[src/rtl/fetch_decode_if.sv]
// rtl/fetch_decode_if.sv - instruction-fetch and decode-output bundle for fetch_decode
//
// Purpose: groups the instruction-memory handshake, the decoded-instruction
// outputs toward the reservation-station stage and the downstream
// backpressure/redirect inputs.
// Optional: FD_ILLEGAL_EN adds the 1-bit illegal flag.
//
// Ports (master = fetch_decode side):
//   imem_req, imem_addr[31:0]     out  fetch request pulse and word address
//   imem_rdata[31:0], imem_valid  in   fetched word and its valid strobe
//   dec_valid                     out  decoded instruction present
//   opcode, rd, fun3, rs1, rs2,
//   fun7, imm[31:0], opc[31:0]    out  decoded fields and instruction PC
//   illegal                       out  unknown opcode (FD_ILLEGAL_EN only)
//   is_busy                       in   downstream stall, decode outputs hold
//   get_npc, npc[31:0]            in   redirect strobe and target PC
interface fetch_decode_if;
   logic        imem_req;
   logic [31:0] imem_addr;
   logic [31:0] imem_rdata;
   logic        imem_valid;
   logic        dec_valid;
   logic [6:0]  opcode;
   logic [4:0]  rd;
   logic [2:0]  fun3;
   logic [4:0]  rs1;
   logic [4:0]  rs2;
   logic [6:0]  fun7;
   logic [31:0] imm;
   logic [31:0] opc;
`ifdef FD_ILLEGAL_EN
   logic        illegal;
`endif
   logic        is_busy;
   logic        get_npc;
   logic [31:0] npc;

   modport master (
`ifdef FD_ILLEGAL_EN
      output illegal,
`endif
      output imem_req, imem_addr, dec_valid, opcode, rd, fun3, rs1, rs2,
             fun7, imm, opc,
      input  imem_rdata, imem_valid, is_busy, get_npc, npc
   );

   modport slave (
`ifdef FD_ILLEGAL_EN
      input  illegal,
`endif
      input  imem_req, imem_addr, dec_valid, opcode, rd, fun3, rs1, rs2,
             fun7, imm, opc,
      output imem_rdata, imem_valid, is_busy, get_npc, npc
   );
endinterface

[src/rtl/fetch_decode.sv]
// rtl/fetch_decode.sv - single-outstanding instruction fetch with RV32 field decode
//
// Purpose: issues one instruction-memory fetch at a time, decodes the
// returned word into register/immediate fields, presents them until the
// downstream stage accepts, and follows redirects from downstream.
// Optional: FD_ILLEGAL_EN flags unknown opcodes with illegal=1 and zeroed
// fields; without it unknown opcodes pass raw fields with imm=0.
//
// Ports:
//   clk     in   sole clock, rising edge
//   rst_n   in   asynchronous active-low reset
//   bus     fetch_decode_if.master (imem handshake, decode outputs,
//           is_busy backpressure, get_npc/npc redirect)
// Parameter:
//   RESET_PC  first fetch address after reset (word aligned)
module fetch_decode #(
   parameter logic [31:0] RESET_PC = 32'h0000_0000
) (
   input  logic          clk,
   input  logic          rst_n,
   fetch_decode_if.master bus
);

   localparam logic [6:0] OP_LOAD   = 7'b0000011;
   localparam logic [6:0] OP_STORE  = 7'b0100011;
   localparam logic [6:0] OP_BRANCH = 7'b1100011;
   localparam logic [6:0] OP_IMM    = 7'b0010011;
   localparam logic [6:0] OP_OP     = 7'b0110011;
   localparam logic [6:0] OP_LUI    = 7'b0110111;
   localparam logic [6:0] OP_AUIPC  = 7'b0010111;
   localparam logic [6:0] OP_JAL    = 7'b1101111;
   localparam logic [6:0] OP_JALR   = 7'b1100111;

   typedef enum logic [1:0] {
      S_FETCH = 2'd0,
      S_WAIT  = 2'd1,
      S_HOLD  = 2'd2
   } state_t;

   typedef struct packed {
      logic [6:0]  opcode;
      logic [4:0]  rd;
      logic [2:0]  fun3;
      logic [4:0]  rs1;
      logic [4:0]  rs2;
      logic [6:0]  fun7;
      logic [31:0] imm;
   } dec_t;

   // Field extraction plus per-format immediate assembly and zeroing of
   // fields that the format does not carry.
   function automatic dec_t decode(input logic [31:0] w);
      dec_t d;
      d.opcode = w[6:0];
      d.rd     = w[11:7];
      d.fun3   = w[14:12];
      d.rs1    = w[19:15];
      d.rs2    = w[24:20];
      d.fun7   = w[31:25];
      d.imm    = '0;
      case (w[6:0])
         OP_LOAD, OP_JALR: begin
            d.imm  = {{20{w[31]}}, w[31:20]};
            d.rs2  = '0;
            d.fun7 = '0;
         end
         OP_IMM: begin
            d.imm = {{20{w[31]}}, w[31:20]};
            d.rs2 = '0;
            // shift-immediates carry the arithmetic/logical selector in fun7
            if (!(w[14:12] == 3'b001 || w[14:12] == 3'b101)) begin
               d.fun7 = '0;
            end
         end
         OP_STORE: begin
            d.imm = {{20{w[31]}}, w[31:25], w[11:7]};
            d.rd  = '0;
         end
         OP_BRANCH: begin
            d.imm = {{19{w[31]}}, w[31], w[7], w[30:25], w[11:8], 1'b0};
            d.rd  = '0;
         end
         OP_LUI, OP_AUIPC: begin
            d.imm  = {w[31:12], 12'b0};
            d.rs1  = '0;
            d.rs2  = '0;
            d.fun7 = '0;
         end
         OP_JAL: begin
            d.imm  = {{11{w[31]}}, w[31], w[19:12], w[20], w[30:21], 1'b0};
            d.rs1  = '0;
            d.rs2  = '0;
            d.fun7 = '0;
         end
         OP_OP: begin
            d.imm = '0;
         end
         default: begin
`ifdef FD_ILLEGAL_EN
            d = '0;
`else
            d.imm = '0;
`endif
         end
      endcase
      return d;
   endfunction

`ifdef FD_ILLEGAL_EN
   function automatic logic known_opcode(input logic [6:0] op);
      case (op)
         OP_LOAD, OP_STORE, OP_BRANCH, OP_IMM, OP_OP,
         OP_LUI, OP_AUIPC, OP_JAL, OP_JALR: return 1'b1;
         default:                           return 1'b0;
      endcase
   endfunction
`endif

   state_t      state_q,     state_d;
   logic [31:0] pc_q,        pc_d;
   logic        discard_q,   discard_d;
   logic        imem_req_q,  imem_req_d;
   logic [31:0] imem_addr_q, imem_addr_d;
   logic        dec_valid_q, dec_valid_d;
   dec_t        dec_q,       dec_d;
   logic [31:0] opc_q,       opc_d;
`ifdef FD_ILLEGAL_EN
   logic        illegal_q,   illegal_d;
`endif

   // Redirect targets are forced word aligned.
   logic [31:0] npc_aligned;
   assign npc_aligned = bus.npc & 32'hFFFF_FFFC;

   always_comb begin
      state_d     = state_q;
      pc_d        = pc_q;
      discard_d   = discard_q;
      imem_req_d  = 1'b0;
      imem_addr_d = imem_addr_q;
      // decode outputs fall to zero unless explicitly loaded or held
      dec_valid_d = 1'b0;
      dec_d       = '0;
      opc_d       = '0;
`ifdef FD_ILLEGAL_EN
      illegal_d   = 1'b0;
`endif
      case (state_q)
         S_FETCH: begin
            if (bus.get_npc) begin
               // no request goes out on a redirect cycle, so nothing is
               // left outstanding against the old PC
               pc_d = npc_aligned;
            end else begin
               imem_req_d  = 1'b1;
               imem_addr_d = pc_q;
               state_d     = S_WAIT;
            end
         end
         S_WAIT: begin
            if (bus.imem_valid) begin
               if (bus.get_npc || discard_q) begin
                  // stale response: drop it and refetch from the redirect PC
                  if (bus.get_npc) begin
                     pc_d = npc_aligned;
                  end
                  discard_d = 1'b0;
                  state_d   = S_FETCH;
               end else begin
                  dec_valid_d = 1'b1;
                  dec_d       = decode(bus.imem_rdata);
                  opc_d       = pc_q;
                  pc_d        = pc_q + 32'd4;
                  state_d     = S_HOLD;
`ifdef FD_ILLEGAL_EN
                  illegal_d   = !known_opcode(bus.imem_rdata[6:0]);
`endif
               end
            end else if (bus.get_npc) begin
               // response still in flight; later redirects just retarget pc
               pc_d      = npc_aligned;
               discard_d = 1'b1;
            end
         end
         S_HOLD: begin
            if (bus.get_npc) begin
               pc_d    = npc_aligned;
               state_d = S_FETCH;
            end else if (bus.is_busy) begin
               dec_valid_d = dec_valid_q;
               dec_d       = dec_q;
               opc_d       = opc_q;
`ifdef FD_ILLEGAL_EN
               illegal_d   = illegal_q;
`endif
            end else begin
               state_d = S_FETCH;
            end
         end
         default: begin
            state_d = S_FETCH;
         end
      endcase
   end

   always_ff @(posedge clk or negedge rst_n) begin
      if (!rst_n) begin
         state_q     <= S_FETCH;
         pc_q        <= RESET_PC;
         discard_q   <= 1'b0;
         imem_req_q  <= 1'b0;
         imem_addr_q <= '0;
         dec_valid_q <= 1'b0;
         dec_q       <= '0;
         opc_q       <= '0;
`ifdef FD_ILLEGAL_EN
         illegal_q   <= 1'b0;
`endif
      end else begin
         state_q     <= state_d;
         pc_q        <= pc_d;
         discard_q   <= discard_d;
         imem_req_q  <= imem_req_d;
         imem_addr_q <= imem_addr_d;
         dec_valid_q <= dec_valid_d;
         dec_q       <= dec_d;
         opc_q       <= opc_d;
`ifdef FD_ILLEGAL_EN
         illegal_q   <= illegal_d;
`endif
      end
   end

   assign bus.imem_req  = imem_req_q;
   assign bus.imem_addr = imem_addr_q;
   assign bus.dec_valid = dec_valid_q;
   assign bus.opcode    = dec_q.opcode;
   assign bus.rd        = dec_q.rd;
   assign bus.fun3      = dec_q.fun3;
   assign bus.rs1       = dec_q.rs1;
   assign bus.rs2       = dec_q.rs2;
   assign bus.fun7      = dec_q.fun7;
   assign bus.imm       = dec_q.imm;
   assign bus.opc       = opc_q;
`ifdef FD_ILLEGAL_EN
   assign bus.illegal   = illegal_q;
`endif

endmodule

[src/flat_wrapper.sv]
// flat-port wrapper written by rule: the top's interface ports become plain ports
module fetch_decode_flat 
#(
   parameter logic [31:0] RESET_PC = 32'h0000_0000
)
  (clk, rst_n, bus_imem_req, bus_imem_addr, bus_dec_valid, bus_opcode, bus_rd, bus_fun3, bus_rs1, bus_rs2, bus_fun7, bus_imm, bus_opc, bus_imem_rdata, bus_imem_valid, bus_is_busy, bus_get_npc, bus_npc);
  fetch_decode_if bus_i ();
  input  logic clk;
  input  logic rst_n;
  output wire logic [$bits(bus_i.imem_req)-1:0] bus_imem_req;
  output wire logic [$bits(bus_i.imem_addr)-1:0] bus_imem_addr;
  output wire logic [$bits(bus_i.dec_valid)-1:0] bus_dec_valid;
  output wire logic [$bits(bus_i.opcode)-1:0] bus_opcode;
  output wire logic [$bits(bus_i.rd)-1:0] bus_rd;
  output wire logic [$bits(bus_i.fun3)-1:0] bus_fun3;
  output wire logic [$bits(bus_i.rs1)-1:0] bus_rs1;
  output wire logic [$bits(bus_i.rs2)-1:0] bus_rs2;
  output wire logic [$bits(bus_i.fun7)-1:0] bus_fun7;
  output wire logic [$bits(bus_i.imm)-1:0] bus_imm;
  output wire logic [$bits(bus_i.opc)-1:0] bus_opc;
  input wire logic [$bits(bus_i.imem_rdata)-1:0] bus_imem_rdata;
  input wire logic [$bits(bus_i.imem_valid)-1:0] bus_imem_valid;
  input wire logic [$bits(bus_i.is_busy)-1:0] bus_is_busy;
  input wire logic [$bits(bus_i.get_npc)-1:0] bus_get_npc;
  input wire logic [$bits(bus_i.npc)-1:0] bus_npc;
  assign bus_imem_req = bus_i.imem_req;
  assign bus_imem_addr = bus_i.imem_addr;
  assign bus_dec_valid = bus_i.dec_valid;
  assign bus_opcode = bus_i.opcode;
  assign bus_rd = bus_i.rd;
  assign bus_fun3 = bus_i.fun3;
  assign bus_rs1 = bus_i.rs1;
  assign bus_rs2 = bus_i.rs2;
  assign bus_fun7 = bus_i.fun7;
  assign bus_imm = bus_i.imm;
  assign bus_opc = bus_i.opc;
  assign bus_i.imem_rdata = bus_imem_rdata;
  assign bus_i.imem_valid = bus_imem_valid;
  assign bus_i.is_busy = bus_is_busy;
  assign bus_i.get_npc = bus_get_npc;
  assign bus_i.npc = bus_npc;
  fetch_decode #(.RESET_PC(RESET_PC)) u_core (.clk(clk), .rst_n(rst_n), .bus(bus_i));
endmodule
[config.mk]
export PLATFORM = sky130hd
export DESIGN_NAME = fetch_decode_flat
export DESIGN_NICKNAME = d
export VERILOG_FILES = /design/src/rtl/fetch_decode_if.sv /design/src/rtl/fetch_decode.sv /design/src/flat_wrapper.sv
export SDC_FILE = /design/constraint.sdc
export NUM_CORES = 1
export LEC_CHECK = 0
export CAP_MARGIN = 15
export CORE_MARGIN = 3
export CORE_UTILIZATION = 40
export DETAILED_ROUTE_END_ITERATION = 10
export GPL_TIMING_DRIVEN = 0
export PLACE_DENSITY = 0.68
export SYNTH_ARGS = -nofsm -noshare
export SYNTH_HDL_FRONTEND = slang
export SYNTH_SLANG_ARGS = --single-unit
export TNS_END_PERCENT = 100
[constraint.sdc]
create_clock -name clk -period 3 [get_ports clk]
set_input_delay 0.3 -clock clk [delete_from_list [all_inputs] [get_ports clk]]
set_output_delay 0.3 -clock clk [all_outputs]
set_load 0.02 [all_outputs]
==> summary.txt <==
Routing
  • DR iter-0 viols: between 500 and 600
  • Final WL: between 20 and 25 mm
  • 1st-pass router iterations: 5
  • Vias per inst: between 5 and 6
  • Vias: between 6000 and 7000
  • Post-route DRC: 0
  • Post-DRT Antenna Nets: 0
  • Drt wl/cell: ~22 um

Clocking
  • Insertion delay to the later sink of the worst-skew pair: 0.42 ns
  • Post-CTS setup buffer count: 0
  • CTS tree: done
  • CTS Hold Bufs: 1
  • Clock transition at the registers of the reported paths: 0.07 ns
  • Clock buffer depth: 2
  • Root Buffer: clkbuf_16
  • Post-CTS sizing: 0
  • H-tree levels: 4
  • Cts bufs inserted: 17
  • Clk sinks: approximately 170

Timing
  • RSZ-0062 raised after global routing: no
  • Slew HR: 0.360
  • Clock Skew: approximately 0.0087 ns
  • Final hold vios: 0
  • Tcrit/Tclk final: 0.807
  • Slew Viols, Final: 0
  • Final setup viols: 0
  • Tmin final: roughly 2.4 ns
  • Fmax achieved: about 0.41 GHz
  • Setup TNS: 0 ns
  • Least-Margin Pin Slew: 0.953 ns

Global routing
  • Pin count of the biggest net entering global routing: about 120
  • Vias in the first global route: between 6000 and 7000
  • Initial antenna violation count: 0
  • Grt total ovfl: 0
  • First-pass GRT wire length: ~37 mm
  • GRT Total Usage: 0.240

Pwr
  • Pwr/cell area: roughly 730 nW/um^2
  • Worst VDD drop: ~440 uV
  • Leak: 4.30 nW

Logic synthesis
  • Syn Inst Count: approximately 640
  • Sequential share of the synthesized area: 0.571
  • Syn_area_per_cell: 11.3 um^2
  • Synth async-reset ratio: 1.00
  • Synth top area cells: dfrtp_1 57%, a22o_1 7.9%, mux2_2 5.0%
  • Seq cells post-synth: roughly 170
  • Mapped Area: 7230 um^2
  • Share of the synthesized area in the top cell type: 0.571
  • Syn_nets: 711
  • Ys Warns: 0
  • Area leader, netlist: dfrtp_1
  • EDFF count, synth: 0
  • Top_reg_cell synth: dfrtp_1
  • Cell variety after synth: 69

Floorplan
  • Initial cell density of the core: 0.414
  • Die Width: 140 um
  • Die H: between 100 and 150 um
  • Io pins: between 150 and 200
  • CORE AREA: ~17000 um^2
  • Die area: slightly below 20000 um^2
  • Placement Rows: between 40 and 50

Setup path
  • Required time worst endpoint: between 3 and 4 ns
  • Worst setup EP type: flip-flop
  • Max FO, Critical Path: 10
  • Crit start category: flip-flop
  • Worst reg-to-reg path cell count: 7
  • CP max-delay cell: buf_1
  • Crit Path Category: flip-flop to flip-flop
  • Worst-path cell chain: clkbuf_1 > nand2_1 > nor3_2 > buf_2 > buf_1 > nand2_1 > o21ai_1
  • CP arrival: ~2.8 ns
  • Crit path top cell by count: nand2_1
  • Max incr delay on CP: between 0.4 and 0.5 ns

Final layout
  • Layout cells sized above 1: 0.124
  • Antenna cells: 0
  • Area growth syn-to-layout: 40.3%
  • Most frequent cells in the layout: 193 x clkdlybuf4s50_1, 165 x dfrtp_1, 65 x a22o_1
  • Finished Layout Cells: about 1100
  • Fin nets: 927
  • Commonest non-fill, non-tap cell in the layout: clkdlybuf4s50_1
  • Fillers: approximately 1400

Placement
  • Inst Count DP: between 1000 and 1500
  • DP Wirelength: about 17 mm
  • Port buffer count: 194
  • Final Wtd Congestion: 0.910

Status
  • Outcome: complete, no violations

Flow run
  • Max_cap viols: 0

Worst hold path
  • HP Class: primary input to async pin
## path summary, 6_finish.rpt
kind	start	to	slack [ns]
setup / recovery	u_core.state_q[1]	u_core.bus.imm[24]	0.58
setup reg to reg	u_core.state_q[1]	u_core.bus.imm[24]	0.58
max in group asynchronous	rst_n	u_core.pc_q[22]	1.73
min in group clk	bus_imem_rdata[6]	u_core.bus.opcode[6]	0.36
hold reg to reg	u_core.bus.dec_valid	u_core.bus.dec_valid	0.48
hold / removal	rst_n	u_core.bus.rs1[1]	0.35
## synthesized netlist by cell type, drive strengths merged, types with 2 or more instances
library cell / n
nand4b: 2
a211oi: 2
clkbuf: 22
nor2b: 4
o21ai: 41
o21a: 4
and4: 5
a22oi: 4
buf: 25
and3b: 3
o22ai: 12
dfrtp: 165
nand3: 16
o31ai: 2
and2: 3
a21oi: 42
nand2: 65
a221oi: 2
or2: 2
and3: 7
a21o: 2
a22o: 65
inv: 8
mux2i: 6
a311oi: 3
a31oi: 4
nor4: 7
nor2: 29
a31o: 2
a32oi: 2
mux2: 33
nor3: 20
nand4: 11
or4: 2
## metrics by stage
| stage | util | setup WS (ns) | area (um^2) | power [mW] | hold slack [ns] |
|---|---|---|---|---|---|
| floorplan | - | 1.13 | 7230 | 4.02 | 0.00441 |
| global placement | 0.541 | -4.91 | 9460 | 5.04 | 0.465 |
| detailed placement | 0.543 | 0.394 | 9500 | 5.09 | 0.198 |
| CTS | 0.581 | 0.592 | 10100 | 7.45 | 0.344 |
| global route | 0.581 | 0.430 | 10100 | 7.74 | 0.368 |
| finish | 0.581 | 0.580 | 10100 | 7.41 | 0.350 |
## layout make-up
type                    instances  area [um^2]  area share
multi-input cells             421         2860       0.282
well taps                     225          282      0.0277
repair buffers                197         1990       0.196
inverters                       8         30.0     0.00296
plain buffers                  47          209      0.0206
flip-flops and latches        165         4130       0.407
clock inverters                13          198      0.0195
clock buffers                  19          443      0.0437
## metal layers
metal	vias up	global-route usage	share of wire
li1	2831	-	-
met4	0	0.0632	0.019
met5	-	0	0
met1	3205	0.322	0.43
met3	45	0.0546	0.084
met2	365	0.394	0.47
## where the power goes
group	leakage, nW	switching (mW)	total (mW)	internal [mW]
Clock	0.308	0.915	2.35	1.43
Combinational	1.85	1.13	2.11	0.984
Sequential	2.15	0.344	2.95	2.61
## cell families after synthesis
family	after synthesis	synth area share
fa+ha+maj	1	0.00173
simple gates	181	0.141
compound gates	200	0.194
mux	39	0.0597
buf+inv	55	0.0330
flops	165	0.571
## worst max-delay path, delay by kind of cell, from the launching register on
| kind | cells | cell delay [ns] |
|---|---|---|
| simple gates | 3 | 0.75 |
| buf+inv | 3 | 1.16 |
| flops | 1 | 0.32 |
| compound gates | 1 | 0.10 |
## registers in the layout, summed over array words and instances (netlist names)
signal / cells
u_core.bus.imem_addr: 32
u_core.bus.imm: 32
u_core.bus.opc: 32
u_core.pc_q: 32
u_core.bus.fun7: 7
u_core.bus.opcode: 7
u_core.bus.rd: 5
u_core.bus.rs1: 5
u_core.bus.rs2: 5
u_core.bus.fun3: 3
u_core.state_q: 2
u_core.bus.dec_valid: 1
u_core.bus.imem_req: 1
u_core.discard_q: 1
(Power assumes the default switching activity.)
